$ cat src/rtl/dispatch_alu_buffer.sv
// 2-wide in-order skid FIFO between rename/dispatch and the ALU issue queue.
// Buffered uops snoop the writeback wakeup bus so no producer wakeup is missed.

package dispatch_alu_buffer_pkg;
  localparam int unsigned PREG_W = 6;

  typedef struct packed {
    logic prs1_rdy;
    logic prs2_rdy;
  } alu_rdys_t;

  typedef struct packed {
    logic [7:0]        opcode;
    logic [PREG_W-1:0] pdest;
    logic [PREG_W-1:0] op0PAddr;
    logic [PREG_W-1:0] op1PAddr;
  } alu_ops_t;

  typedef struct packed {
    alu_rdys_t rdys;
    alu_ops_t  ops;
  } ALU_Queue_Meta;

  typedef struct packed {
    logic              wen_0;
    logic              wen_1;
    logic              wen_2;
    logic              wen_3;
    logic [PREG_W-1:0] wb_num0_i;
    logic [PREG_W-1:0] wb_num1_i;
    logic [PREG_W-1:0] wb_num2_i;
    logic [PREG_W-1:0] wb_num3_i;
  } Wake_Info;
endpackage

module dispatch_alu_buffer
  import dispatch_alu_buffer_pkg::*;
#(
  parameter int unsigned DEPTH = 4,
  parameter int unsigned PTR_W = $clog2(DEPTH)
) (
  input  logic          clk,
  input  logic          rst,
  input  logic          flush,
  input  Wake_Info      wake_Info,
  input  logic          in_valid_0,
  input  logic          in_valid_1,
  input  ALU_Queue_Meta in_uop_0,
  input  ALU_Queue_Meta in_uop_1,
  output logic          in_ready,
  input  logic          iq_ready,
  output logic          enq_req_0,
  output logic          enq_req_1,
  output ALU_Queue_Meta inst_Ops_0,
  output ALU_Queue_Meta inst_Ops_1
);

  localparam int unsigned CNT_W = PTR_W + 1;
  localparam logic [CNT_W-1:0] DepthCnt  = CNT_W'(DEPTH);
  localparam logic [CNT_W-1:0] PushLimit = CNT_W'(DEPTH - 2);
  localparam logic [CNT_W-1:0] TwoCnt    = CNT_W'(2);

  function automatic logic wb_hit(input Wake_Info w, input logic [PREG_W-1:0] preg);
    return (w.wen_0 && (w.wb_num0_i == preg)) || (w.wen_1 && (w.wb_num1_i == preg)) ||
           (w.wen_2 && (w.wb_num2_i == preg)) || (w.wen_3 && (w.wb_num3_i == preg));
  endfunction

  function automatic ALU_Queue_Meta apply_wake(input ALU_Queue_Meta u, input Wake_Info w);
    ALU_Queue_Meta r;
    r = u;
    r.rdys.prs1_rdy = u.rdys.prs1_rdy | wb_hit(w, u.ops.op0PAddr);
    r.rdys.prs2_rdy = u.rdys.prs2_rdy | wb_hit(w, u.ops.op1PAddr);
    return r;
  endfunction

  ALU_Queue_Meta    storage_q [DEPTH];
  ALU_Queue_Meta    storage_d [DEPTH];
  logic [PTR_W-1:0] head_q, head_d, tail_q, tail_d;
  logic [PTR_W-1:0] head_p1, tail_p1;
  logic [CNT_W-1:0] count_q, count_d;
  logic             take_0, take_1;
  logic [1:0]       push_n, pop_n;
  ALU_Queue_Meta    first_uop;

  assign head_p1 = head_q + PTR_W'(1);
  assign tail_p1 = tail_q + PTR_W'(1);

  // in_ready looks at the registered count only, so a same-cycle pop never frees room.
  assign in_ready  = (count_q <= PushLimit);
  assign enq_req_0 = iq_ready && (count_q != '0);
  assign enq_req_1 = iq_ready && (count_q >= TwoCnt);

  assign inst_Ops_0 = apply_wake(storage_q[head_q], wake_Info);
  assign inst_Ops_1 = apply_wake(storage_q[head_p1], wake_Info);

  assign take_0    = in_ready && !flush && in_valid_0;
  assign take_1    = in_ready && !flush && in_valid_1;
  assign push_n    = {1'b0, take_0} + {1'b0, take_1};
  assign pop_n     = {1'b0, enq_req_0} + {1'b0, enq_req_1};
  assign first_uop = in_valid_0 ? in_uop_0 : in_uop_1;

  always_comb begin
    for (int i = 0; i < DEPTH; i++) begin
      storage_d[i] = apply_wake(storage_q[i], wake_Info);
    end
    if (push_n != 2'd0) begin
      storage_d[tail_q] = apply_wake(first_uop, wake_Info);
    end
    if (push_n == 2'd2) begin
      storage_d[tail_p1] = apply_wake(in_uop_1, wake_Info);
    end

    head_d  = head_q + PTR_W'(pop_n);
    tail_d  = tail_q + PTR_W'(push_n);
    count_d = count_q + CNT_W'(push_n) - CNT_W'(pop_n);
    if (flush) begin
      head_d  = '0;
      tail_d  = '0;
      count_d = '0;
    end
  end

  always_ff @(posedge clk) begin
    if (rst) begin
      head_q  <= '0;
      tail_q  <= '0;
      count_q <= '0;
      for (int i = 0; i < DEPTH; i++) begin
        storage_q[i] <= '0;
      end
    end else begin
      head_q  <= head_d;
      tail_q  <= tail_d;
      count_q <= count_d;
      for (int i = 0; i < DEPTH; i++) begin
        storage_q[i] <= storage_d[i];
      end
    end
  end

  always_ff @(posedge clk) begin
    if (!rst) begin
      assert (count_q <= DepthCnt);
      assert (CNT_W'(pop_n) <= count_q);
      assert (!enq_req_1 || enq_req_0);
    end
  end

endmodule

$ cat config.mk
export PLATFORM = sky130hd
export DESIGN_NAME = dispatch_alu_buffer
export DESIGN_NICKNAME = d
export VERILOG_FILES = /design/src/rtl/dispatch_alu_buffer.sv
export SDC_FILE = /design/constraint.sdc
export NUM_CORES = 1
export LEC_CHECK = 0
export ABC_AREA = 1
export CAP_MARGIN = 20
export CELL_PAD_IN_SITES_DETAIL_PLACEMENT = 0
export CELL_PAD_IN_SITES_GLOBAL_PLACEMENT = 1
export CORE_MARGIN = 5
export CORE_UTILIZATION = 39
export CTS_CLUSTER_DIAMETER = 150
export CTS_CLUSTER_SIZE = 40
export DETAILED_ROUTE_END_ITERATION = 16
export MAX_ROUTING_LAYER = met4
export PLACE_DENSITY = 0.88
export SLEW_MARGIN = 5
export SYNTH_ARGS = -nofsm -noshare
export SYNTH_HDL_FRONTEND = slang
export SYNTH_SLANG_ARGS = --single-unit
$ cat constraint.sdc
create_clock -name clk -period 3.3 [get_ports clk]
set_input_delay 0.66 -clock clk [delete_from_list [all_inputs] [get_ports clk]]
set_output_delay 0.66 -clock clk [all_outputs]
set_load 0.005 [all_outputs]
# After elaboration in Yosys (flattened, before gate mapping)
# Memories as Yosys holds them, arrays and structs flattened. A register that Yosys moved wholly into a read port is not among the register bits.
# Cells that the tools add are included.
# W data, S select, Z words.
# totals
ramBits	112
word_cells	245
register_bits	7
output_inout_bits	59
in_bits	90
memories	1
# mem_list
name	depth	width	rd	rd_ports_with_merged_regs	wr	line_no	rtl
storage_q	4	28	6	1	4	76	ALU_Queue_Meta storage_q [DEPTH];
# classes
bitwise	22
n_eq_ne	65
reduce_logical	123
n_addsub	8
magnitude_cmp	6
mux	17
# op_table
op	count
$eq A6 B6 Y1	64
$bwmux W112	2
$mux W112	2
$mux W28	7
$demux W28 S2	2
$logic_and A1 B1 Y1	71
$logic_or A1 B1 Y1	48
$or A1 B1 Y1	20
$ge A3 B3 Y1 const B	2
$lt A3 B1 Y1 const B	2
$not A2 Y3	2
$add A1 B1 Y2	2
$add A2 B1 Y2 const B	2
$add A2 B2 Y2	2
$add A3 B2 Y3	1
$ge A3 B2 Y1 const B	1
$le A3 B2 Y1 const B	1
$mux W1	3
$reduce_bool A3 Y1	1
$sub A3 B2 Y3	1
$eq A2 B2 Y1 const B	1
$mux W2	1
$reduce_bool A2 Y1	1
$reduce_or A2 Y1	1
$logic_not A1 Y1	1

# Depth between registers and ports, before layout
# Gate-level depths: netlist of the first run.
# depth
word_depth	12
depth_mapped	15

# Worst setup path after synthesis of the first run
# OpenSTA, ideal clock, no wires.
# synth_path
kind	in2reg
startpoint	input in_valid_0
endpoint	register count_q[2]
t_arrival_ns	2.722
n_path_buf	2
setup_time_ns	0.070
path_slack_ns	0.508
cell_stages	11
path_cell_list	buf_2 -> buf_2 -> nand3_1 -> ha_1 -> inv_1 -> ha_1 -> inv_1 -> ha_1 -> fa_1 -> or2_2 -> a21oi_1
# synth_between
elab_chain_len	4
# synth_rtl
item	line_no	rtl
start, declared	46	input logic in_valid_0,
$logic_and A1 B1 Y1	96	assign take_0 = in_ready && !flush && in_valid_0;
$add A1 B1 Y2	98	assign push_n = {1'b0, take_0} + {1'b0, take_1};
$add A3 B2 Y3	115	count_d = count_q + CNT_W'(push_n) - CNT_W'(pop_n);
$sub A3 B2 Y3	115	
end signal, assigned	134	count_q <= count_d;
end, declared	80	logic [CNT_W-1:0] count_q, count_d;
# Every way passes these cells.
# A chain may end at the register's enable or synchronous reset.

==> impl_metrics.yaml, run 1 <==
drt:
  vias: 18100
  wl_per_cell_um: 25.0
  drt-total-wl_um: 73300
  drc: 0
  drt_iter0_markers: 2511
  routed_via_density: 6.16
  ant_nets: 0
  drt_first_pass_iters: 6
clock_tree:
  cts.sinks: 119
  clk_latency_ns: 0.43
  cts_tree: "built"
  ctsRootBufferMaster: "clkbuf_16"
  h-tree-depth: 4
  cts_buffers: 17
  clk_pin_slew_ns: 0.06
  ctsHoldBuffers: 0
  clk_path_buf_depth: 2
worst_setup_path:
  worstPathArrival_ns: 2.56
  crit_type: "reg2out"
  startpoint_type: "flip-flop"
  worstPathMaxFanout: 21
  worstSetupEndpointType: "primary output"
  critPathRequiredTime_ns: 2.64
sta:
  period_needed_ns: 3.22
  tightest_slew_ns: 0.674
  setup_viol: 0
  finalHoldViolCount: 0
  maxSlewHeadroom: 0.551
  rsz0062_at_grt: "true"
  min_period_over_period: 0.977
  fmax_mhz: 310
  skew_ns: 0.0132
  finalMaxSlewViolations: 0
  fin_tns_setup_ns: 0
yosys:
  yosysSeqAreaShare: 0.185
  ys_types: 33
  async_flop_share: 0
  ys_seq_elements: 119
  yosysWarnings: 0
  yosysTopAreaCell: "nand2_1"
  syn_nets: 2408
  syn_inst: 2308
  syn_avg_cell_area_um2: 5.57
  synth_ff_type: "dfxtp_1"
  synthTopCellsByArea: "nand2_1 19%, dfxtp_1 19%, a21oi_1 8.5%"
  synth-edff-count: 0
  syn_area_um2: 12800
  synth_top_area_share: 0.190
grt:
  antenna_found_initial: 3
  grt_max_degree: 57
  groute.usage.overall: 0.400
  overflow: 0
  grt_pass1_wl_um: 107000
  grt_pass1_vias: 16700
placed_design:
  post-dp-hpwl_um: 52100
  place_congestion: 1.03
  portBuffers: 148
  placed_cell_area_um2: 15600
  dp.cells: 2885
power_and_ir_drop:
  fin_total_pwr_mw: 7.44
  leakage_nw: 6.85
  powerDensity_nw_per_um2: 449
  irDropWorstVdd_mv: 0.542
die:
  initial_core_util: 0.395
  die_height_um: 192
  die_w_um: 192
  fp.coreArea_um2: 32500
  placementRows: 66
  io_pins: 149
  fp.dieArea_um2: 36700
job:
  cap_violations: 0
layout:
  multiInputGateArea_um2: 9080
  fin_util: 0.510
  final_common_cell: "nand2_1"
  layout-drive-gt1-share: 0.123
  final_cell_area_um2: 16600
  register_area_um2: 2390
  area_delta_synth_final_pct: 29.0
  final_cell_mix: "638 x nand2_1, 216 x a21oi_1, 205 x nor2_1, 187 x o21ai_0, 177 x inv_1"
  fin_nets: 2579
  fillers: 3476
  stdcell_count: 2935
outcome:
  run_status: "complete, no violations"
hold_path:
  hold_path.class: "reg2reg"
synth_stat cells (all sizes together), types with 12 or more instances:
cell,count
nor2,215
nor3,25
o21ai,205
dfxtp,119
xnor2,16
nand4,31
clkbuf,107
inv,191
a221oi,73
clkinv,12
a21oi,219
o211ai,25
nand2,678
xor2,52
o22ai,76
buf,82
a211oi,30
nand3,119
final cells by class:
class | count | share of cell area
Antenna cell | 3 | 0.000453
Sequential cell | 119 | 0.144
Tap cell | 442 | 0.0334
Multi-Input combinational cell | 1797 | 0.548
Clock inverter | 8 | 0.00589
Timing Repair Buffer | 341 | 0.193
Clock buffer | 22 | 0.0292
Inverter | 203 | 0.0462
worst max-delay path: stages, from the launching register on:
cell and delay [ns]:
dfxtp_4 0.40, buf_12 0.15, buf_4 0.15, buf_12 0.15
o22ai_1 0.19, nand2_1 0.11, nand2_4 0.16, inv_1 0.05
nand2_1 0.05, nand2_1 0.05, nor2_1 0.09, nand2_1 0.06
nor2_1 0.08, nor2_1 0.05, nand3_1 0.13, dlygate4sd2_1 0.25
per-layer routing:
layer	up-vias	routed length (um)	GRT usage
li1	8094	-	-
met1	8314	29000	0.512
met2	1345	30700	0.585
met3	323	9260	0.104
met4	0	4430	0.194
met5	-	0	-
cells by family (layout without fill, tap and decap cells):
group | Yosys count | in the layout | synth area share
xor+xnor | 68 | 68 | 0.0463
other cells | 0 | 3 | 0
compound gates | 638 | 638 | 0.291
flops | 119 | 119 | 0.185
simple gates | 1081 | 1081 | 0.344
buf+inv | 392 | 574 | 0.123
fa+ha+maj | 10 | 10 | 0.0109
flip-flops by register name, summed over array words and instances, names as in the netlist:
signal	count
tail_q	2
count_q	3
storage_q	112
head_q	2
through the flow:
| step | setup WS, ns | hold slack, ns |
|---|---|---|
| after floorplan | 0.508 | 0.550 |
| after CTS | -0.0554 | 0.584 |
| final | 0.0772 | 0.581 |
| after detailed placement | -0.0135 | 0.575 |
| after global routing | -0.0904 | 0.619 |
| after global placement | -0.00699 | 0.562 |
repair_timing:
item,CTS,global route
gates resized for setup,52,21
setup buffers,8,5
pin swaps,8,9
cloned,3,1
setup endpoints to repair,4,2
path summary, 6_finish.rpt:
path | cells past startpoint | start | slack (ns) | endpoint
max | 15 | head_q[0] | 0.08 | inst_Ops_1[26]
min | 2 | storage_q[1][21] | 0.58 | storage_q[1][21]
max reg2reg | 10 | count_q[1] | 0.72 | count_q[2]
min reg2reg | 2 | storage_q[1][21] | 0.58 | storage_q[1][21]
where the power goes:
part | total, mW | switching [mW] | internal, mW
clock network | 1.90 | 0.720 | 1.18
registers | 1.73 | 0.159 | 1.57
logic | 3.81 | 2.29 | 1.52
total | 7.44 | 3.17 | 4.26
No activity file was read; power rests on OpenSTA's default activity.
==> run 2, diff against run 1 <==
--- a/config.mk
+++ b/config.mk
@@ -16,6 +16,7 @@
 export DETAILED_ROUTE_END_ITERATION = 16
 export MAX_ROUTING_LAYER = met4
 export PLACE_DENSITY = 0.88
+export SETUP_SLACK_MARGIN = 0.2
 export SLEW_MARGIN = 5
 export SYNTH_ARGS = -nofsm -noshare
 export SYNTH_HDL_FRONTEND = slang
==> run 2 against run 1 <==
Non-clock buffer count grew 6. Routed wire length is 0.86% higher. Clock power hardly changed. Power is 1.2% higher. Worst setup slack improved by 0.16 ns. Combinational power rose by 3%. Die area unchanged. Fmax is 5.3% higher. Via count grew 0.19%. Critical path type unchanged. Largest cell class unchanged. Largest power group unchanged.
==> impl_metrics.yaml, run 2 (synthesized netlist as in run 1, its figures left out) <==
sta:
  finalHoldViolCount: 0
  period_needed_ns: 3.06
  setup_viol: 0
  skew_ns: 0.0118
  tightest_slew_ns: 0.657
  maxSlewHeadroom: 0.562
  rsz0062_at_grt: "true"
  min_period_over_period: 0.927
  fin_tns_setup_ns: 0
  finalMaxSlewViolations: 0
  fmax_mhz: 327
layout:
  layout-drive-gt1-share: 0.132
  final_cell_mix: "634 x nand2_1, 216 x a21oi_1, 204 x nor2_1, 180 x o21ai_0"
  fin_nets: 2585
  regMostFlops: "storage_q"
  final_common_cell: "nand2_1"
  reg_top3: "storage_q x112, count_q x3"
  stdcell_count: 2942
  area_delta_synth_final_pct: 30.2
  fin_util: 0.514
  largest_reg_flops: 112
hold_path:
  hold_path.class: "reg2reg"
drt:
  drt-total-wl_um: 74000
  drt_first_pass_iters: 7
  drt_iter0_markers: 2551
  wl_per_cell_um: 25.1
  ant_nets: 0
  routed_via_density: 6.16
  vias: 18100
  drc: 0
die:
  initial_core_util: 0.395
  fp.dieArea_um2: 36700
  placementRows: 66
  die_height_um: 192
  io_pins: 149
  fp.coreArea_um2: 32500
  die_w_um: 192
placed_design:
  portBuffers: 148
  post-dp-hpwl_um: 52100
  place_congestion: 1.03
  dp.cells: 2885
power_and_ir_drop:
  share_seq_of_total_power: 0.229
  intPower_mw: 4.32
  power_switching_share: 0.427
  irDropWorstVdd_mv: 0.540
  leakage_nw: 6.93
  powerDensity_nw_per_um2: 450
  fin_total_pwr_mw: 7.53
  combinationalPowerShare: 0.519
  clockPowerShare: 0.252
  switching_power_mw: 3.21
worst_setup_path:
  path_cells: "buf_4, buf_16, a21oi_1, o21ai_1, nand2_2, nor2_1, o21ai_0, nor2_1, nor2_1, nand3_1, dlymetal6s2s_1"
  critPathRequiredTime_ns: 2.64
  worstPathArrival_ns: 2.40
  startpoint_type: "flip-flop"
  crit_top_cell: "nor2_1"
  critPathTopFamily: "simple AND/OR/NAND/NOR gates"
  crit_buf_inv: 3
  worstPathMaxFanout: 6
  worstSetupEndpointType: "primary output"
  slowest_delay_ns: 0.39
  slowest_stage: "dfxtp_4"
  r2r_slack_ns: 0.73
  crit_type: "reg2out"
clock_tree:
  clk_latency_ns: 0.43
  clk_pin_slew_ns: 0.06
  cts.sinks: 119
  cts_tree: "built"
  clk_path_buf_depth: 2
  h-tree-depth: 4
  ctsRootBufferMaster: "clkbuf_16"
  cts_buffers: 17
grt:
  groute.usage.overall: 0.400
  overflow: 0
  antenna_found_initial: 3
  grt_pass1_vias: 16700
  grt_max_degree: 57
  grt_pass1_wl_um: 107000
outcome:
  run_status: "complete, no violations"
job:
  cap_violations: 0
==> run 2: path summary, 6_finish.rpt <==
check	from	to	cells after the start
max reg2reg	count_q[1]	count_q[2]	10
min reg2reg	storage_q[1][21]	storage_q[1][21]	2
max	head_q[0]	inst_Ops_0[27]	11
min	storage_q[1][21]	storage_q[1][21]	2
==> run 2: final cells by class <==
cell class,instances,area [um^2]
Fill cell,3470,15800
Timing Repair Buffer,347,3270
Clock inverter,8,97.6
Antenna cell,4,10.0
Inverter,203,768
Clock buffer,22,484
Tap cell,442,553
Multi-Input combinational cell,1797,9160
Sequential cell,119,2390
==> run 2: tightest hold or removal path, cell delays in order (launching register included) <==
cell      delay, ns
dfxtp_1        0.31
a21oi_1        0.13
a221oi_1       0.07
==> run 2: per-layer routing <==
metal	share of wire	up-vias	track usage	wire, um
li1	-	8112	-	-
met1	0.39	8310	0.512	28800
met2	0.42	1363	0.582	31000
met3	0.13	326	0.103	9540
met4	0.062	0	0.200	4600
met5	0	-	-	0
==> run 2: what timing repair did <==
item	4_1_cts	5_1_grt
resized for setup	56	54
hold buffers	0	0
setup endpoints to repair	16	13
cloned	3	2
pin swaps	9	18
setup buffers	8	10
==> run 2: stage by stage <==
| step | instance area [um^2] | worst slack [ns] | hold WS [ns] |
|---|---|---|---|
| 2_1_floorplan | 12800 | 0.508 | 0.550 |
| 3_3_place_gp | 15600 | -0.00699 | 0.562 |
| 3_5_place_dp | 15600 | -0.0135 | 0.575 |
| 4_1_cts | 16500 | -0.0554 | 0.584 |
| 5_1_grt | 16700 | 0.148 | 0.619 |
| 6_report | 16700 | 0.240 | 0.578 |
==> run 2: power by group through the flow <==
stage / Combinational, mW / Clock (mW) / Sequential, mW
after detailed placement: 3.40 / 0 / 1.74
after global routing: 4.16 / 1.98 / 1.73
after global placement: 3.37 / 0 / 1.73
after CTS: 3.63 / 1.90 / 1.71
final: 3.91 / 1.90 / 1.72
after floorplan: 1.94 / 0 / 1.66
==> run 3, diff against run 2 <==
--- a/config.mk
+++ b/config.mk
@@ -17,6 +17,7 @@
 export MAX_ROUTING_LAYER = met4
 export PLACE_DENSITY = 0.88
 export SETUP_SLACK_MARGIN = 0.2
+export SKIP_LAST_GASP = 1
 export SLEW_MARGIN = 5
 export SYNTH_ARGS = -nofsm -noshare
 export SYNTH_HDL_FRONTEND = slang
==> results of run 3 <==
The final DEF is identical to that of run 2; final timing and power are the same.
